File: src/rtl/rst_seq_pkg.sv
// Shared types, default parameters and sizing helper for the reset sequencer.
package rst_seq_pkg;

    typedef enum logic [1:0] {
        ASSERT,
        HOLD,
        RELEASE,
        DONE
    } state_t;

    localparam int DEF_SYNC_STAGES = 2;
    localparam int DEF_HOLD_CYCLES = 16;
    localparam int DEF_GAP_CYCLES  = 4;
    localparam int DEF_NUM_OUT     = 3;

    // Wide enough to hold the larger of the hold and gap periods without wrapping.
    function automatic int cnt_width(input int hold_cycles, input int gap_cycles);
        int longest;
        longest = (hold_cycles > gap_cycles) ? hold_cycles : gap_cycles;
        return $clog2(longest + 1);
    endfunction

endpackage

File: src/rtl/rst_sync.sv
// Reset synchronizer: asserts asynchronously, releases after SYNC_STAGES rising edges.
module rst_sync
    import rst_seq_pkg::*;
#(
    parameter int SYNC_STAGES = DEF_SYNC_STAGES
) (
    input  logic clk,
    input  logic reset,
    output logic sync_out
);

    logic [SYNC_STAGES-1:0] chain;

    // NOTE: non-blocking assignments make every stage sample the previous stage's old value, so the chain shifts by exactly one stage per edge.
    always_ff @(posedge clk or negedge reset) begin
        if (!reset) begin
            chain <= '0;
        end else begin
            chain <= {chain[SYNC_STAGES-2:0], 1'b1};
        end
    end

    assign sync_out = chain[SYNC_STAGES-1];

endmodule

File: src/rtl/rst_seq_ctrl.sv
// Staggered reset release sequencer with async assert / sync deassert.
// Optional macro SOFT_RST_EN adds the soft_rst_req port and the DONE->HOLD restart.
module rst_seq_ctrl
    import rst_seq_pkg::*;
#(
    parameter int SYNC_STAGES = DEF_SYNC_STAGES,
    parameter int HOLD_CYCLES = DEF_HOLD_CYCLES,
    parameter int GAP_CYCLES  = DEF_GAP_CYCLES,
    parameter int NUM_OUT     = DEF_NUM_OUT
) (
    input  logic               clk,
    input  logic               reset,
`ifdef SOFT_RST_EN
    input  logic               soft_rst_req,
`endif
    output logic [NUM_OUT-1:0] rst_out_n,
    output logic               rst_done,
    output logic               busy
);

    localparam int CNT_W = cnt_width(HOLD_CYCLES, GAP_CYCLES);
    localparam int IDX_W = (NUM_OUT > 1) ? $clog2(NUM_OUT) : 1;

    localparam logic [CNT_W-1:0] HOLD_LAST = CNT_W'(HOLD_CYCLES - 1);
    localparam logic [CNT_W-1:0] GAP_LAST  = CNT_W'(GAP_CYCLES - 1);
    localparam logic [IDX_W-1:0] IDX_LAST  = IDX_W'(NUM_OUT - 1);

    state_t           state;
    logic [CNT_W-1:0] cnt;
    logic [IDX_W-1:0] idx;
    logic             sync_out;

    rst_sync #(
        .SYNC_STAGES(SYNC_STAGES)
    ) u_rst_sync (
        .clk     (clk),
        .reset   (reset),
        .sync_out(sync_out)
    );

    always_ff @(posedge clk or negedge reset) begin
        if (!reset) begin
            state     <= ASSERT;
            cnt       <= '0;
            idx       <= '0;
            rst_out_n <= '0;
            rst_done  <= 1'b0;
            busy      <= 1'b1;
        end else begin
            case (state)
                // The synchronizer output rises on E0, so the first edge that
                // sees it high is already the first hold tick: ASSERT then acts
                // exactly like HOLD with the counter at zero.
                ASSERT, HOLD: begin
                    if (state == HOLD || sync_out) begin
                        if (cnt == HOLD_LAST) begin
                            rst_out_n[0] <= 1'b1;
                            cnt          <= '0;
                            if (NUM_OUT == 1) begin
                                state    <= DONE;
                                rst_done <= 1'b1;
                                busy     <= 1'b0;
                            end else begin
                                state <= RELEASE;
                                idx   <= IDX_W'(1);
                            end
                        end else begin
                            state <= HOLD;
                            cnt   <= cnt + 1'b1;
                        end
                    end
                end
                RELEASE: begin
                    if (cnt == GAP_LAST) begin
                        rst_out_n[idx] <= 1'b1;
                        cnt            <= '0;
                        if (idx == IDX_LAST) begin
                            state    <= DONE;
                            rst_done <= 1'b1;
                            busy     <= 1'b0;
                        end else begin
                            idx <= idx + 1'b1;
                        end
                    end else begin
                        cnt <= cnt + 1'b1;
                    end
                end
                DONE: begin
`ifdef SOFT_RST_EN
                    // Soft restart reuses the already-synchronized release and goes straight to HOLD.
                    if (soft_rst_req) begin
                        state     <= HOLD;
                        cnt       <= '0;
                        idx       <= '0;
                        rst_out_n <= '0;
                        rst_done  <= 1'b0;
                        busy      <= 1'b1;
                    end
`endif
                end
                default: begin
                    state <= ASSERT;
                end
            endcase
        end
    end

endmodule

File: config.mk
export PLATFORM = sky130hd
export DESIGN_NAME = rst_seq_ctrl
export DESIGN_NICKNAME = d
export VERILOG_FILES = /design/src/rtl/rst_seq_pkg.sv /design/src/rtl/rst_sync.sv /design/src/rtl/rst_seq_ctrl.sv
export SDC_FILE = /design/constraint.sdc
export NUM_CORES = 1
export LEC_CHECK = 0
export BUFFER_PORTS_ARGS = -buffer_cell sky130_fd_sc_hd__buf_2
export CAP_MARGIN = 10
export CORE_AREA = 2 2 48 50
export DETAILED_ROUTE_END_ITERATION = 7
export DIE_AREA = 0 0 50 52
export GPL_TIMING_DRIVEN = 0
export HOLD_SLACK_MARGIN = 0.1
export PLACE_DENSITY = 0.61
export SLEW_MARGIN = 30
export SYNTH_ARGS = -nofsm -noshare
export SYNTH_HDL_FRONTEND = slang
export SYNTH_SLANG_ARGS = --single-unit
File: constraint.sdc
create_clock -name clk -period 1.9 [get_ports clk]
set_input_delay 0.095 -clock clk [delete_from_list [all_inputs] [get_ports clk]]
set_output_delay 0.095 -clock clk [all_outputs]
set_load 0.01 [all_outputs]
==> results of run 1 <==
registers in the layout, indices dropped and copies added (netlist names):
name and cells:
u_rst_sync.chain 2, rst_done 1, cnt 5, rst_out_n 3, idx 2, state 2, busy 1
cell type report:
| cell class | count | share of cell area, % |
|---|---|---|
| Buffer | 2 | 1.64 |
| Clock buffer | 4 | 3.65 |
| Inverter | 5 | 1.89 |
| Multi-Input combinational cell | 57 | 44.9 |
| Sequential cell | 16 | 40.4 |
| Tap cell | 28 | 3.52 |
| Timing Repair Buffer | 7 | 4.03 |
layer usage:
metal | up-vias | track usage (%) | share of wire (%)
li1 | 313 | - | -
met1 | 325 | 19.9 | 50
met2 | 9 | 22.4 | 46
met3 | 2 | 2.87 | 2.9
met4 | 0 | 6.94 | 0.93
met5 | - | 0 | 0
worst register-to-register path: cells and delay by family (launching register included):
kind                       cells  cell delay [ps]
AOI/OAI and AO/OA              1               80
DFF                            1              410
adders and majority gates      2              510
and+or+nand+nor                2              420
muxes                          1              260
logic make-up (layout without fill, tap and decap cells):
group	count (synthesis)	count (layout)	synth area share (%)
mux	2	2	2.42
simple gates	22	22	18.1
buf+inv	7	18	3.99
fa+ha+maj	6	6	8.55
flops	16	16	45.7
other cells	1	1	0.427
compound gates	26	26	20.8
what timing repair did:
action	4_1_cts	5_1_grt
hold buffers	1	0
endpoints found under the hold margin	16	0
setup endpoints to repair	0	2
resized for setup	0	2
power breakdown:
part | switching [mW] | internal (mW)
registers | 0.0881 | 0.423
logic | 0.232 | 0.243
clock network | 0.113 | 0.117
total | 0.433 | 0.782
path summary, 6_finish.rpt:
kind | start | endpoint | slack (ps) | depth (start not counted)
worst max-delay path | cnt[0]$_DFFE_PN0P_ | idx[1]$_DFFE_PN0P_ | 120 | 6
worst min-delay path | reset | cnt[1]$_DFFE_PN0P_ | 220 | 2
worst max register to register | cnt[0]$_DFFE_PN0P_ | idx[1]$_DFFE_PN0P_ | 120 | 6
worst min register to register | u_rst_sync.chain[0]$_DFF_PN0_ | u_rst_sync.chain[1]$_DFF_PN0_ | 360 | 0
max in group asynchronous | reset | busy$_DFFE_PN1P_ | 1360 | 2
min in group clk | u_rst_sync.chain[0]$_DFF_PN0_ | u_rst_sync.chain[1]$_DFF_PN0_ | 360 | 0
cell usage in the layout (no fill, tap or decap), types with 2 or more instances in the layout:
master	synthesis	final
a21oi_1	2	2
ha_1	6	5
o31ai_1	3	3
buf_2	1	7
a21boi_0	2	2
clkbuf_4	0	3
or2_1	2	2
inv_1	5	5
nor3_2	2	2
a21o_1	4	4
nand2b_1	4	4
o21ai_0	5	5
o21ai_1	3	3
dfrtp_1	15	15
through the flow:
step	hold slack, ps	worst slack [ps]
after global placement	25.1	109
final	222	115
after detailed placement	28.1	56.2
after CTS	241	24.8
after global routing	274	18.8
after floorplan	-201	231
cells in the mapped netlist (3+ instances only):
master | number | area [sq um]
a21o_1 | 4 | 30.0
o21ai_0 | 5 | 25.0
o31ai_1 | 3 | 22.5
inv_1 | 5 | 18.8
nand2b_1 | 4 | 25.0
ha_1 | 6 | 75.1
o21ai_1 | 3 | 15.0
dfrtp_1 | 15 | 375
==> impl_metrics.csv, run 1 <==
group,metric,value,unit
route,wl_per_cell,13.5,um
cells_and_area,num_antenna_cells,0,
sta,fin_crit,1780,ps
setup_path,worstPathRequired,2080,ps
cells_and_area,final_cells,119,
setup_path,crit_path_top_delay_cell,"dfrtp_1",
grt,grt_pass1_wl,2880,um
clock_network,clock_latency,290,ps
setup_path,path_max_fanout,6,
logic_synthesis,synth_fp_nets,88,
setup_path,cp_top_family,"adder cells",
sta,tns,0,ps
route,ant_nets,0,
sta,rsz0062_at_grt,"no",
route,drc,0,
hold_path,min_path_type,"primary input to async pin",
sta,maxSlewViolCount,0,
floorplan,die_area,2600,sq um
route,routed_via_density,5.45,
grt,grt_pass1_vias,641,
sta,slew_headroom,60.9,%
floorplan,die_w,50,um
route,vias,649,
cells_and_area,multiInputGateArea,447,sq um
power,p_leak,0.469,nW
grt,grt_max_degree,17,
job,cap_violations,0,
logic_synthesis,synth_seq_area_share,45.7,%
sta,fmax,560,MHz
sta,tightest_slew,578,ps
logic_synthesis,async_flop_share,100,%
logic_synthesis,synth_area_per_cell,11.0,sq um
clock_network,clk_path_buf_depth,2,
logic_synthesis,synthFlopType,"dfrtp_1",
cells_and_area,drive_gt1_share,25.3,%
sta,fin_crit_sh,93.9,%
outcome,status,"completed",
sta,skew,10.8,ps
logic_synthesis,synth-edff-count,0,
setup_path,end_kind,"flop",
floorplan,fp.dieH,52,um
grt,grt-ovfl-total,0,
placement,dp_cells,114,
logic_synthesis,syn_inst,80,
logic_synthesis,yosysUniqueCellTypes,38,
power,peakVddDrop,0.578,mV
placement,portBuffers,6,
clock_network,cts_setup_buffers,0,
placement,hpwl,1110,um
logic_synthesis,syn_area,878,sq um
setup_path,cp_num_buf_inv,0,
sta,hold_viol_final,0,
clock_network,htreeDepth,1,
cells_and_area,seq_area,402,sq um
placement,gp_congestion,0.708,
route,drt_wl_total,1610,um
power,p_total,1.22,mW
floorplan,pin_count,7,
clock_network,cts_root_buf,"clkbuf_4",
setup_path,cp-start-kind,"flop",
grt,antenna_found_initial,0,
route,drtIter0Drc,16,
cells_and_area,final_nets,100,
sta,setup_viol,0,
setup_path,worstPathCellList,"ha_2, and3_1, ha_1, nor2b_2, a21oi_1, mux2_2",
cells_and_area,final_core_util,47.2,%
power,cellPowerDensity,1220,nW/um^2
clock_network,clk_pin_slew_worst_paths,100,ps
grt,grtUsageTotal,14.6,%
floorplan,start_util,41.7,%
cells_and_area,syn_to_final_growth,13.2,%
floorplan,rows,17,
placement,placed_area,943,sq um
clock_network,clock_sinks,16,
logic_synthesis,synth-warning-count,0,
setup_path,critPathKind,"flop to flop",
cells_and_area,final_cell_area,995,sq um
floorplan,coreArea,2110,sq um
clock_network,cts_tree,"done",
cells_and_area,nFillCells,203,
logic_synthesis,synth_seq_cells,16,
setup_path,critPathArrivalTime,1960,ps
setup_path,max_stage_delay,410,ps
clock_network,numCtsBuffers,3,
route,dr.pass1.iters,4,
Power figures use the tool's default switching activity.
==> run 2: changes to the inputs <==
--- a/config.mk
+++ b/config.mk
@@ -7,12 +7,12 @@
 export LEC_CHECK = 0
 export BUFFER_PORTS_ARGS = -buffer_cell sky130_fd_sc_hd__buf_2
 export CAP_MARGIN = 10
-export CORE_AREA = 2 2 48 50
+export CORE_AREA = 2 2 45 47
 export DETAILED_ROUTE_END_ITERATION = 7
-export DIE_AREA = 0 0 50 52
+export DIE_AREA = 0 0 47 49
 export GPL_TIMING_DRIVEN = 0
 export HOLD_SLACK_MARGIN = 0.1
-export PLACE_DENSITY = 0.61
+export PLACE_DENSITY = 0.7
 export SLEW_MARGIN = 30
 export SYNTH_ARGS = -nofsm -noshare
 export SYNTH_HDL_FRONTEND = slang
==> constraint.sdc (replaced) <==
create_clock -name clk -period 1.5 [get_ports clk]
set_input_delay 0.075 -clock clk [delete_from_list [all_inputs] [get_ports clk]]
set_output_delay 0.075 -clock clk [all_outputs]
set_load 0.01 [all_outputs]
==> impl_metrics.csv, run 2 (synthesis results as in run 1) <==
group,metric,value,unit
grt,grt_max_degree,17,
cells_and_area,layout_commonest_cell,"dfrtp_1",
setup_path,rrSetupSlack,-140,ps
setup_path,worstPathRequired,1710,ps
sta,tightest_slew,544,ps
setup_path,crit_path_top_delay_cell,"dfrtp_1",
sta,fin_crit,1640,ps
hold_path,min_path_type,"primary input to async pin",
job,cap_violations,0,
placement,gp_congestion,0.791,
cells_and_area,final_nets,107,
placement,hpwl,1120,um
route,vias,671,
clock_network,clk_path_buf_depth,2,
sta,skew,12.3,ps
setup_path,max_stage_delay,420,ps
placement,dp_slack,-157,ps
sta,fin_crit_sh,109,%
power,p_total,1.69,mW
cells_and_area,nFillCells,158,
outcome,violations,"setup timing",
cells_and_area,final_cell_mix,"14 x dfrtp_1, 7 x buf_2, 7 x buf_4",
setup_path,cp_top_family,"simple AND/OR/NAND/NOR gates",
setup_path,endpoint,"cnt[4]$_DFFE_PN0P_",
cells_and_area,num_antenna_cells,0,
sta,fmax,611,MHz
cells_and_area,top_register,"cnt",
cells_and_area,final_core_util,59.6,%
clock_network,numCtsBuffers,3,
route,ant_nets,0,
setup_path,cp_num_buf_inv,0,
setup_path,critPathArrivalTime,1850,ps
clock_network,clock_latency,290,ps
grt,grt-ovfl-total,0,
cells_and_area,drive_gt1_share,35.7,%
grt,grt_pass1_vias,677,
sta,maxSlewViolCount,0,
grt,grtUsageTotal,16.7,%
grt,antenna_found_initial,0,
setup_path,regToRegEndpoint,"cnt[4]$_DFFE_PN0P_",
route,drc,0,
cells_and_area,syn_to_final_growth,24.9,%
floorplan,start_util,47.7,%
route,drtIter0Drc,17,
floorplan,coreArea,1840,sq um
sta,fin_ws,-137,ps
sta,rsz0062_at_grt,"yes",
power,cellPowerDensity,1540,nW/um^2
outcome,status,"complete, but fails checks",
floorplan,pin_count,7,
grt,grt_pass1_wl,2870,um
setup_path,end_kind,"flop",
route,routed_via_density,5.37,
clock_network,clock_sinks,16,
setup_path,critPathKind,"flop to flop",
floorplan,die_area,2300,sq um
clock_network,htreeDepth,1,
route,dr.pass1.iters,4,
cells_and_area,reg_top3,"cnt (5), rst_out_n (3)",
setup_path,r2r-start,"cnt[0]$_DFFE_PN0P_",
setup_path,cp-start-kind,"flop",
floorplan,rows,16,
setup_path,reg2reg_depth,6,
setup_path,path_max_fanout,2,
setup_path,startpoint,"cnt[0]$_DFFE_PN0P_",
clock_network,cts_root_buf,"clkbuf_4",
power,peakVddDrop,0.889,mV
setup_path,critPathMostFrequentCell,"ha_4",
sta,slew_headroom,63.5,%
floorplan,fp.dieH,49,um
route,wl_per_cell,13.8,um
placement,portBuffers,6,
sta,hold_viol_final,0,
route,drt_wl_total,1730,um
sta,whs,216,ps
setup_path,worstPathCellList,"ha_4, and3_4, ha_4, or3b_1, a2bb2oi_1, o21ai_1",
cells_and_area,largest_reg_flops,5,
setup_path,cp_num_cells,6,
sta,setup_viol,2,
clock_network,clk_pin_slew_worst_paths,100,ps
floorplan,die_w,47,um
power,p_leak,0.513,nW
clock_network,cts_tree,"done",
[run 2: power by group]
part           leakage, nW  switching, mW  internal, mW
clock network       0.0210          0.142         0.148
registers            0.195          0.136         0.538
logic                0.297          0.328         0.401
[run 2: worst min-delay path by stage]
stage,from,to,slack (ps)
4_1_cts,reset,idx[0]$_DFFE_PN0P_,220
6_report,reset,idx[0]$_DFFE_PN0P_,220
2_1_floorplan,reset,cnt[0]$_DFFE_PN0P_,-220
5_1_grt,reset,idx[0]$_DFFE_PN0P_,270
3_5_place_dp,reset,cnt[0]$_DFFE_PN0P_,10
3_3_place_gp,reset,cnt[1]$_DFFE_PN0P_,10
[run 2: cell type report]
| type | instances | area [sq um] | area share [%] |
|---|---|---|---|
| flip-flops and latches | 16 | 403 | 36.7 |
| multi-input cells | 57 | 497 | 45.3 |
| clock buffers | 4 | 36.3 | 3.31 |
| repair buffers | 14 | 92.6 | 8.44 |
| plain buffers | 2 | 16.3 | 1.48 |
| well taps | 27 | 33.8 | 3.08 |
| inverters | 5 | 18.8 | 1.71 |
[run 2: layer usage]
layer,global-route usage (%),wire length (um),vias to the layer above
met3,2.96,26,2
li1,-,-,324
met4,6.02,9,0
met1,23.2,827,340
met5,0,0,-
met2,25.6,864,5
[run 2: repair_timing]
item                                    CTS  global route
endpoints found under the hold margin    16             0
resized for setup                         1             3
hold buffers                              1             0
setup buffers                             4             3
pin swaps                                 3             1
endpoints found under the setup margin    4             8
[run 2: through the flow]
stage	instances	instance area (sq um)	setup TNS, ps
after floorplan	80	908	-88.4
final	125	1100	-175
after global placement	113	972	-257
after detailed placement	113	972	-291
after CTS	122	1050	-175
after global routing	125	1100	-378
